--- config.mk ---
export PLATFORM = sky130hd
export DESIGN_NAME = powlib_busburst
export DESIGN_NICKNAME = d
export VERILOG_FILES = /design/src/rtl/powlib_busburst.sv
export SDC_FILE = /design/constraint.sdc
export NUM_CORES = 1
export LEC_CHECK = 0
export BUFFER_PORTS_ARGS = -buffer_cell sky130_fd_sc_hd__buf_2
export CORE_MARGIN = 2
export CORE_UTILIZATION = 40
export DETAILED_ROUTE_END_ITERATION = 12
export GPL_TIMING_DRIVEN = 1
export PLACE_DENSITY = 0.7
export SLEW_MARGIN = 20
export SYNTH_ARGS = -nofsm -noshare
export SYNTH_HDL_FRONTEND = slang
export SYNTH_SLANG_ARGS = --single-unit
--- constraint.sdc ---
create_clock -name clk -period 3.5 [get_ports clk]
set_input_delay 0.175 -clock clk [delete_from_list [all_inputs] [get_ports clk]]
set_output_delay 0.175 -clock clk [all_outputs]
set_load 0.1 [all_outputs]
--- src/rtl/powlib_busburst.sv ---
// powlib_busburst: turns one burst command into a stream of address/data beats on a powlib write port
module powlib_busburst #(
  parameter int B_AW = 2,
  parameter int B_DW = 4,
  parameter int L_W  = 4,
  parameter int ENF  = 1
) (
  input  logic            clk,
  input  logic            rst,
  input  logic [B_AW-1:0] cmdbase,
  input  logic [B_DW-1:0] cmddata,
  input  logic [L_W-1:0]  cmdlen,
  input  logic            cmdinc,
  input  logic            cmdvld,
  output logic            cmdrdy,
  output logic [B_DW-1:0] wrdata,
  output logic [B_AW-1:0] wraddr,
  output logic            wrvld,
  input  logic            wrrdy,
  input  logic            wrnf,
  output logic            busy,
  output logic            done
);
  typedef enum logic [0:0] {IDLE, SEND} state_t;
  state_t            r_state, w_state;
  logic [L_W-1:0]    r_cnt, w_cnt, r_len, w_len;
  logic              r_inc, w_inc;
  logic [B_AW-1:0]   r_addr, w_addr;
  logic [B_DW-1:0]   r_data, w_data;
  logic              r_vld, w_vld, r_rdy, w_rdy, r_busy, w_busy, r_done, w_done;
  logic              w_go, w_xfer;
  assign w_go   = (ENF == 0) || !wrnf;
  assign w_xfer = r_vld && wrrdy;
  // Next-state and next-output logic; every output is taken from a register.
  always_comb begin
    w_state = r_state;
    w_cnt   = r_cnt;
    w_len   = r_len;
    w_inc   = r_inc;
    w_addr  = r_addr;
    w_data  = r_data;
    w_vld   = r_vld;
    w_rdy   = r_rdy;
    w_busy  = r_busy;
    w_done  = 1'b0;
    case (r_state)
      IDLE: begin
        w_rdy = 1'b1;
        if (cmdvld && r_rdy) begin
          w_state = SEND;
          w_cnt   = '0;
          w_len   = cmdlen;
          w_inc   = cmdinc;
          w_addr  = cmdbase;
          w_data  = cmddata;
          w_rdy   = 1'b0;
          w_busy  = 1'b1;
        end
      end
      default: begin
        if (!r_vld) w_vld = w_go;
        else if (w_xfer && r_cnt == r_len) begin
          w_state = IDLE;
          w_vld   = 1'b0;
          w_done  = 1'b1;
          w_busy  = 1'b0;
          w_rdy   = 1'b1;
        end else if (w_xfer) begin
          w_cnt  = r_cnt + 1'b1;
          w_addr = r_addr + 1'b1;
          w_data = r_data + B_DW'(r_inc);
          w_vld  = w_go;
        end
      end
    endcase
  end
  // State and output registers; reset abandons any burst in flight.
  always_ff @(posedge clk or negedge rst) begin
    if (!rst) begin
      r_state <= IDLE;
      r_cnt   <= '0;
      r_len   <= '0;
      r_inc   <= 1'b0;
      r_addr  <= '0;
      r_data  <= '0;
      r_vld   <= 1'b0;
      r_rdy   <= 1'b0;
      r_busy  <= 1'b0;
      r_done  <= 1'b0;
    end else begin
      r_state <= w_state;
      r_cnt   <= w_cnt;
      r_len   <= w_len;
      r_inc   <= w_inc;
      r_addr  <= w_addr;
      r_data  <= w_data;
      r_vld   <= w_vld;
      r_rdy   <= w_rdy;
      r_busy  <= w_busy;
      r_done  <= w_done;
    end
  end
  assign cmdrdy = r_rdy;
  assign wrdata = r_data;
  assign wraddr = r_addr;
  assign wrvld  = r_vld;
  assign busy   = r_busy;
  assign done   = r_done;
endmodule

Word-level counts from Yosys, hierarchy flattened. Cells that the tools add are included. W data, S select, Z words.

Equality and inequality tests: 5. Bitwise gates (word level): 1. Reduce and logical (&&, ||, !) cells: 9. Add/sub/neg operators: 3. Multiplexer cells: 33.

Operators by type and width (count): $mux W4 (10); $mux W1 (18); $mux W2 (5); $ne A2 B1 Y1 const B (3); $add A4 B1 Y4 (1); $add A4 B1 Y4 const B (1); $eq A4 B4 Y1 (1); $reduce_and A2 Y1 (2); $reduce_and A4 Y1 (1); $logic_and A1 B1 Y1 (3); $reduce_and A3 Y1 (1); $add A2 B1 Y2 const B (1); $ne A2 B2 Y1 const B (1); $reduce_bool A2 Y1 (1); $logic_not A1 Y1 (1); $not A1 Y1 (1).

Flip-flop bits (word level): 20. Word-level logic and storage cells: 61. Input port bits: 16.

Logic depth before layout (Yosys ltp). Gate-level depths: netlist of the first run.

Depth after elaboration: 5. Gate-level depth with buffers: 5. Depth with buffers taken out: 5.

Worst setup path after synthesis of the first run. No wires, ideal clock.

Kind: register -> register. Start point: register r_vld (netlist: wrvld). End point: register r_data[3] (netlist: wrdata[3]). Cell stages (with the launch flop): 6. Path buffers: 1. Path slack: 1.447 ns. Clock period less this slack: 2.053 ns. Setup time: 0.127 ns. Arrival time: 1.925 ns. Required time: 3.373 ns. Cell sequence: dfrtp_1 > nand3_1 > a41o_1 > buf_6 > o32ai_2 > a21oi_1.

Longest elaborated chain between the ends: 4.

RTL lines: from (decl) (RTL line 30) `logic r_vld, w_vld, r_rdy, w_rdy, r_busy, w_busy, r_done, w_done;`; from (signal assigned) (RTL line 97) `r_vld <= w_vld;`; $logic_and A1 B1 Y1 (RTL line 33) `assign w_xfer = r_vld && wrrdy;`; $logic_and A1 B1 Y1 (RTL line 62) `else if (w_xfer && r_cnt == r_len) begin`; $ne A2 B2 Y1 (no source line); $reduce_and A4 Y1 (no source line) (*); to (signal assigned) (RTL line 96) `r_data <= w_data;`; to (decl) (RTL line 29) `logic [B_DW-1:0] r_data, w_data;`.

Every way passes the cells marked *; elsewhere a longest branch is shown, timed or not. A chain may end at the register's enable or synchronous reset.

Worst setup path after layout of the first run.
Start point: register r_state. End point: register r_addr[1] (netlist: wraddr[1]).

Longest elaborated chain between the ends: 2.

RTL lines: from (decl) (RTL line 25) `state_t r_state, w_state;`; from (signal assigned) (RTL line 91) `r_state <= w_state;`; $ne A2 B2 Y1 (no source line), or another cell as far along; $reduce_and A4 Y1 (no source line); to (signal assigned) (RTL line 95) `r_addr <= w_addr;`; to (decl) (RTL line 28) `logic [B_AW-1:0] r_addr, w_addr;`.

Several ways; a longest one is shown, not always the timed one.

==> reports/metrics.sh, run 1 <==
NUM_ROWS=17
DIE_X_UM=53.1
TIMING.RR.END='wraddr[1]$_DFFE_PN0P_'
CTS_HTREE_LEVELS=1
SYNTH.NET_COUNT=118
DRT-WIRELENGTH-PER-CELL_UM=12.8
SYN_AREA_UM2=966
POSTSYNTHREGISTERBITS=20
MIN_PERIOD_NS=1.81
SYNTH.YOSYS.WARNINGS=0
TOP_LEVEL_PORTS=26
CP-END-KIND='flop'
MAX-CLOCK-PATH-BUFFERS=2
ANTENNA_FOUND_INITIAL=0
CORE-AREA_UM2=2250
DIE_AREA_UM2=2820
NUMBER_OF_STAGES_ON_THE_WORST_HOLD_PATH=3
HOLD_PATH_END='r_len[2]$_DFFE_PN0P_'
DRT_FIRST_ITER_VIOLATIONS=29
HOLD_PATH_CLASS='in2reg'
CTSROOTBUFFERMASTER='sky130_fd_sc_hd__clkbuf_4'
GRT_OVERFLOW=0
SYN-INSTANCE-COUNT=99
SYNTH_SEQ_AREA_SHARE_PCT=51.8
FINAL_LAYOUT_SIZE_SUFFIX_GT1_SHARE_PCT=25.4
GP_CONGESTION=0.732
SETUP_TNS_NS=0
CAP_VIOL_MAX_COUNT=0
TRITONCTS.NUM_BUFFERS=3
DETAILROUTE.VIA_COUNT=818
WORST_SKEW_PAIR_LATER_PIN_LATENCY_NS=0.32
MIN-DELAY-START='cmdlen[2]'
GRT_PASS1_VIAS=744
GRT_UTIL_ALL_LAYERS_PCT=15.8
NUM-NETS-FINAL=146
GRT_PASS1_WL_UM=3220
CLK_PIN_SLEW_NS=0.12
CRITICAL_PATH_PEAK_FANOUT=17
TIMING.RR.START='r_state$_DFF_PN0_'
CRITICAL_PATH.STARTPOINT_TYPE='flop'
SETUP-VIOLATIONS-FINAL=0
INITIAL_UTILIZATION_PCT=42.8
ANTENNA_VIOLATING_NETS_POST_ROUTE=0
TIGHTEST_SLEW_NS=0.656
HOLD_VIOLATIONS=0
CELLS_ON_WORST_REG2REG_PATH=4
DRT_WL_TOTAL_UM=1970
DETAILED_PLACE_HPWL_UM=1410
SKEW_NS=0.00716
CTS_TREE='yes'
DRT_DRC_VIOLATIONS_LEFT=0
PORT_BUFFERS=25
TRITONCTS_NUM_SINKS=20
CRIT_REQUIRED_NS=3.71
R2R_SETUP_SLACK_NS=1.69
PIN_COUNT_OF_THE_BIGGEST_NET_ENTERING_GLOBAL_ROUTING=21
CRITICAL_PATH_ARRIVAL_NS=2.02
MAXCLOCKFREQUENCY_GHz=0.552
RUN_STATUS='finished, final reports clean'
SYNTHESIS.AREA_PER_INSTANCE_UM2=9.76
FINAL_CORE_UTIL_PCT=51.9
FLOORPLAN.DIE.HEIGHT_UM=53.1
TIMING.FINAL.MAX_SLEW_VIOLATIONS=0
ROUTE.DETAILED.VIAS_PER_INST=5.31
SLEW_HEADROOM_PCT=56.1
FIN_CRIT_SH_PCT=51.8
PRE_ANTENNA_DRT_ITERS=4
AREA_GROWTH_PCT=21.1
PATH_CLASS='reg2reg'
ANTENNA-DIODE-COUNT=0
SETUP_REPAIR_AFTER_GLOBAL_ROUTING_MISSED_ITS_MARGIN='no'
SYNTHDISTINCTLIBCELLS=25
## stage by stage
step           hold slack [ns]  area [µm²]  std cells  setup slack, ns
2_1_floorplan           -0.121         966         99             1.45
3_3_place_gp             0.141        1110        149             1.80
3_5_place_dp             0.150        1110        149             1.74
4_1_cts                 0.0404        1170        154             1.72
5_1_grt                 0.0430        1170        154             1.57
6_report                0.0386        1170        154             1.69
## cells by family after synthesis
family / after synthesis / share of synthesized area [%]
flops: 20 / 51.8
buf+inv: 6 / 3.11
xor+xnor: 4 / 3.63
compound gates: 16 / 13.9
simple gates: 50 / 23.7
fa+ha+maj: 3 / 3.89
## sequential cells by signal, indices dropped and copies added, names as in the netlist
| name | cells |
|---|---|
| r_cnt | 4 |
| r_inc | 1 |
| cmdrdy | 1 |
| wraddr | 2 |
| r_len | 4 |
| done | 1 |
| busy | 1 |
| r_state | 1 |
| wrvld | 1 |
| wrdata | 4 |
## repair_timing
item                                    4_1_cts  5_1_grt
endpoints found under the setup margin        0        0
endpoints found under the hold margin        20        0
resized for setup                             0        0
hold buffers                                  1        0
buffers inserted                              0        0
## worst max path at each step
stage               slack (ns)  cells after the start            startpoint                    end
floorplan                 1.45                      5     wrvld$_DFFE_PN0P_  wrdata[3]$_DFFE_PN0P_
global placement          1.80                      4     r_state$_DFF_PN0_  wraddr[1]$_DFFE_PN0P_
detailed placement        1.74                      4     r_state$_DFF_PN0_  wraddr[1]$_DFFE_PN0P_
CTS                       1.72                      4     r_state$_DFF_PN0_  wraddr[1]$_DFFE_PN0P_
global route              1.57                      4  r_cnt[0]$_DFFE_PN0P_  wrdata[2]$_DFFE_PN0P_
finish                    1.69                      4     r_state$_DFF_PN0_  wraddr[1]$_DFFE_PN0P_
## routing by layer
metal | global-route usage (%) | share of wire [%]
met2 | 23.8 | 43
met3 | 2.82 | 7.7
met5 | 0 | 0
met1 | 21.9 | 47
met4 | 7.69 | 2.0
## area by class of cell
class | instances | area, µm²
fill | 228 | 1080
sequential | 20 | 500
multi-input combinational | 73 | 435
timing repair buffer | 26 | 135
tap | 28 | 35.0
clock inverter | 1 | 30.0
clock buffer | 3 | 22.5
inverter | 3 | 11.3
## cells in the final DEF, fill, tap and decap left out, types with 2 or more instances in the layout
| cell | Yosys | final |
|---|---|---|
| sky130_fd_sc_hd__a21oi_1 | 3 | 3 |
| sky130_fd_sc_hd__a221o_1 | 2 | 2 |
| sky130_fd_sc_hd__and2_1 | 2 | 2 |
| sky130_fd_sc_hd__buf_2 | 0 | 25 |
| sky130_fd_sc_hd__clkbuf_4 | 0 | 3 |
| sky130_fd_sc_hd__dfrtp_1 | 20 | 20 |
| sky130_fd_sc_hd__ha_1 | 3 | 3 |
| sky130_fd_sc_hd__inv_1 | 3 | 3 |
| sky130_fd_sc_hd__nand2_1 | 22 | 22 |
| sky130_fd_sc_hd__nand3_1 | 11 | 11 |
| sky130_fd_sc_hd__nand3b_1 | 2 | 2 |
| sky130_fd_sc_hd__nor2_1 | 8 | 8 |
| sky130_fd_sc_hd__nor3b_1 | 2 | 2 |
| sky130_fd_sc_hd__o21ai_0 | 2 | 2 |
| sky130_fd_sc_hd__o22ai_1 | 3 | 3 |
| sky130_fd_sc_hd__xnor2_1 | 4 | 4 |
## critical path, cell delays in order (launching register included)
cell	delay (ns)
sky130_fd_sc_hd__dfrtp_1	0.43
sky130_fd_sc_hd__inv_1	0.12
sky130_fd_sc_hd__nand3_1	0.48
sky130_fd_sc_hd__and2_1	0.37
sky130_fd_sc_hd__a221o_1	0.31
## cells in the mapped netlist
library cell	number	share of area [%]
sky130_fd_sc_hd__xnor2_1	4	3.6
sky130_fd_sc_hd__nand2_1	22	8.5
sky130_fd_sc_hd__a21oi_1	3	1.6
sky130_fd_sc_hd__dfrtp_1	20	52
sky130_fd_sc_hd__o32ai_1	1	0.91
sky130_fd_sc_hd__ha_1	3	3.9
sky130_fd_sc_hd__a221o_1	2	2.1
sky130_fd_sc_hd__clkbuf_1	2	0.78
sky130_fd_sc_hd__or3_1	1	0.65
sky130_fd_sc_hd__o21a_1	1	0.78
sky130_fd_sc_hd__o221a_2	1	1.2
sky130_fd_sc_hd__nor3b_1	2	1.6
sky130_fd_sc_hd__inv_1	3	1.2
sky130_fd_sc_hd__a41oi_2	1	1.7
sky130_fd_sc_hd__a41o_1	1	1.0
sky130_fd_sc_hd__nand3_1	11	5.7
sky130_fd_sc_hd__nand3b_1	2	1.6
sky130_fd_sc_hd__buf_6	1	1.2
sky130_fd_sc_hd__o32ai_2	1	1.7
sky130_fd_sc_hd__o22ai_1	3	1.9
sky130_fd_sc_hd__nor2_1	8	3.1
sky130_fd_sc_hd__o21ai_0	2	1.0
sky130_fd_sc_hd__nand4_1	1	0.65
sky130_fd_sc_hd__and2_1	2	1.3
sky130_fd_sc_hd__and3_1	1	0.65
Power of run 1 is not shown: default switching activity piles up to over one toggle a cycle in this logic, so the estimate is an artifact.
==> run 2: changes to the inputs <==
clock period = 1.7 ns   (was 3.5 ns; I/O delays follow)
==> run 2 against run 1 <==
Against the previous run: cell count up 5.8%; highest routed layer unchanged; register-to-register slack worse by 1.5 ns; clock skew about the same; critical path depth unchanged; non-clock buffer count up 9; sequential share of layout area down 1.8 points; setup slack worse by 1.5 ns; global-route usage up 2.4 points; largest cell class unchanged.
==> reports/metrics.sh, run 2 (synthesis gave the netlist of run 1 again) <==
RUN_STATUS='finished, final reports clean'
MAXCLOCKFREQUENCY_GHz=0.646  # +17%
ANTENNA_VIOLATING_NETS_POST_ROUTE=0  # unchanged
CRITICAL_PATH.CELL_CHAIN='xnor2_1 > a41o_2 > or3_1 > nand3_1'
COMMONEST_NON_FILL_NON_TAP_CELL_IN_THE_LAYOUT='sky130_fd_sc_hd__buf_2'
GRT_OVERFLOW=0  # unchanged
NUMBER_OF_STAGES_ON_THE_WORST_HOLD_PATH=2  # -1
TRITONCTS.NUM_BUFFERS=3  # unchanged
DETAILROUTE.VIA_COUNT=867  # +6.0%
SETUP_TNS_NS=0  # unchanged
GRT_UTIL_ALL_LAYERS_PCT=18.3  # +2.4 points
GP_CONGESTION=0.769  # +5.1%
SETUP-VIOLATIONS-FINAL=0  # unchanged
PRE_ANTENNA_DRT_ITERS=4  # unchanged
AREA_GROWTH_PCT=27.5
PLACED_CELLS=152  # +2.0%
PIN_COUNT_OF_THE_BIGGEST_NET_ENTERING_GLOBAL_ROUTING=21  # unchanged
DRT_DRC_VIOLATIONS_LEFT=0  # unchanged
GRT_PASS1_WL_UM=3690  # +15%
GRT_UTIL_MET1_PCT=22.2  # +0.28 points
TIMING.FINAL.MAX_SLEW_VIOLATIONS=0  # unchanged
INITIAL_UTILIZATION_PCT=42.8  # unchanged
CP-END-KIND='flop'
TIGHTEST_SLEW_NS=0.491  # -0.165 ns
CRITICAL_PATH.STARTPOINT_TYPE='flop'
CELLS_ON_WORST_REG2REG_PATH=4  # unchanged
WORST_SKEW_PAIR_LATER_PIN_LATENCY_NS=0.31  # about the same
PATH_CLASS='reg2reg'
CTSROOTBUFFERMASTER='sky130_fd_sc_hd__clkbuf_4'
DRT_WL_TOTAL_UM=2160  # +9.7%
POSTLAYOUTCELLAREA_UM2=1230  # +5.2%
DRT-WIRELENGTH-PER-CELL_UM=13.2  # +3.7%
ROUTE.DETAILED.VIAS_PER_INST=5.32  # +0.14%
WORST_PATH_LARGEST_CELL_DELAY_NS=0.45  # -0.03 ns
FIN_CRIT_SH_PCT=91.0  # +39 points
POST_DP_CELL_AREA_UM2=1130  # +2.4%
CRIT_REQUIRED_NS=1.94  # -1.77 ns
SKEW_NS=0.00675  # -0.000408 ns
DRT_FIRST_ITER_VIOLATIONS=8  # -72%
FLOORPLAN.DIE.HEIGHT_UM=53.1  # unchanged
FINAL_LAYOUT_SIZE_SUFFIX_GT1_SHARE_PCT=28.1  # +2.8 points
TOP_LEVEL_PORTS=26  # unchanged
NUM_ROWS=17  # unchanged
CORE-AREA_UM2=2250  # unchanged
DIE_X_UM=53.1  # unchanged
CTS_HTREE_LEVELS=1  # unchanged
POST_CTS_BUFFERS=0  # unchanged
SETUP_REPAIR_AFTER_GLOBAL_ROUTING_MISSED_ITS_MARGIN='no'
CLK_PIN_SLEW_NS=0.11  # about the same
SLEW_HEADROOM_PCT=67.5  # +11 points
ANTENNA-DIODE-COUNT=0  # unchanged
CAP_VIOL_MAX_COUNT=0  # unchanged
GRT_PASS1_VIAS=873  # +17%
DIE_AREA_UM2=2820  # unchanged
FINAL_CELL_MIX='sky130_fd_sc_hd__buf_2 (25), sky130_fd_sc_hd__nand2_1 (22), sky130_fd_sc_hd__dfrtp_1 (17)'
MAX-CLOCK-PATH-BUFFERS=2  # unchanged
MIN_PERIOD_NS=1.55  # -0.265 ns
CRITICAL_PATH_PEAK_FANOUT=10  # -7
CRITICAL_PATH_ARRIVAL_NS=1.79  # -0.23 ns
MET2_TRACK_DEMAND_OVER_RESOURCE_IN_GLOBAL_ROUTING_PCT=31.9  # +8.1 points
DETAILED_PLACE_HPWL_UM=1590  # +13%
NFILLCELLS=229  # +0.44%
GROUTE.LAYER.MET3.USAGE_PCT=2.82  # unchanged
TRITONCTS_NUM_SINKS=20  # unchanged
HOLD_VIOLATIONS=0  # unchanged
PORT_BUFFERS=25  # unchanged
HOLD_PATH_CLASS='in2reg'
ANTENNA_FOUND_INITIAL=0  # unchanged
NUM-NETS-FINAL=155  # +6.2%
CTS_TREE='yes'
WORST_PATH_MAX_DELAY_CELL='sky130_fd_sc_hd__dfrtp_1'
INSTANCES_NO_FILL=163  # +5.8%
MOST_CROWDED_LAYER_AFTER_GLOBAL_ROUTING='met2'
-- run 2: cell types whose count changed in the layout (fill, tap and decap cells not counted), sizes merged --
| cell | previous run | this run |
|---|---|---|
| clkbuf | 3 | 4 |
| dlygate4sd3 | 1 | 7 |
| bufinv | 1 | 0 |
| buf | 25 | 28 |
-- run 2: through the flow --
step,hold WS [ns],worst slack [ns],util (%)
after detailed placement,0.0573,0.0936,50.3
after global routing,0.00285,0.0152,54.6
final,0.00712,0.153,54.6
after floorplan,-0.211,-0.0315,-
after CTS,0.00500,0.0558,54.6
after global placement,0.0525,0.156,50.3
-- run 2: worst paths after layout --
| path | from | to | slack [ns] |
|---|---|---|---|
| worst min register to register | busy$_DFFE_PN0P_ | busy$_DFFE_PN0P_ | 0.51 |
| min in group asynchronous | rst | r_state$_DFF_PN0_ | 0.24 |
| worst max-delay path | r_cnt[2]$_DFFE_PN0P_ | r_cnt[3]$_DFFE_PN0P_ | 0.15 |
| worst max register to register | r_cnt[2]$_DFFE_PN0P_ | r_cnt[3]$_DFFE_PN0P_ | 0.15 |
| max in group asynchronous | rst | wrdata[0]$_DFFE_PN0P_ | 1.12 |
| worst min-delay path | cmdbase[1] | wraddr[1]$_DFFE_PN0P_ | 0.007 |
-- run 2: worst max-delay path, delay by kind of cell, from the launching register on --
family                    cells  cell delay (ns)
AOI/OAI and AO/OA             1             0.37
and+or+nand+nor               2             0.47
DFF                           1             0.45
xor gates and xnor gates      1             0.19
-- run 2: timing repair --
| action | 4_1_cts | 5_1_grt |
|---|---|---|
| setup endpoints to repair | 0 | 6 |
| gates resized for setup | 0 | 1 |
| hold buffers | 7 | 0 |
| endpoints found under the hold margin | 26 | 0 |
-- run 2: metal layers --
layer	vias to the layer above	wire, µm
met3	6	127
met4	0	42
met5	-	0
li1	424	-
met1	407	946
met2	30	1040
-- run 2: cell type report --
type                    instances  area [µm²]  share of cell area, %
multi-input cells              73         437                   35.5
inverters                       3        11.3                  0.915
clock buffers                   4        26.3                   2.13
repair buffers                 35         218                   17.7
well taps                      28        35.0                   2.85
flip-flops and latches         20         504                   41.0
Power of run 2 is left out for the same reason.
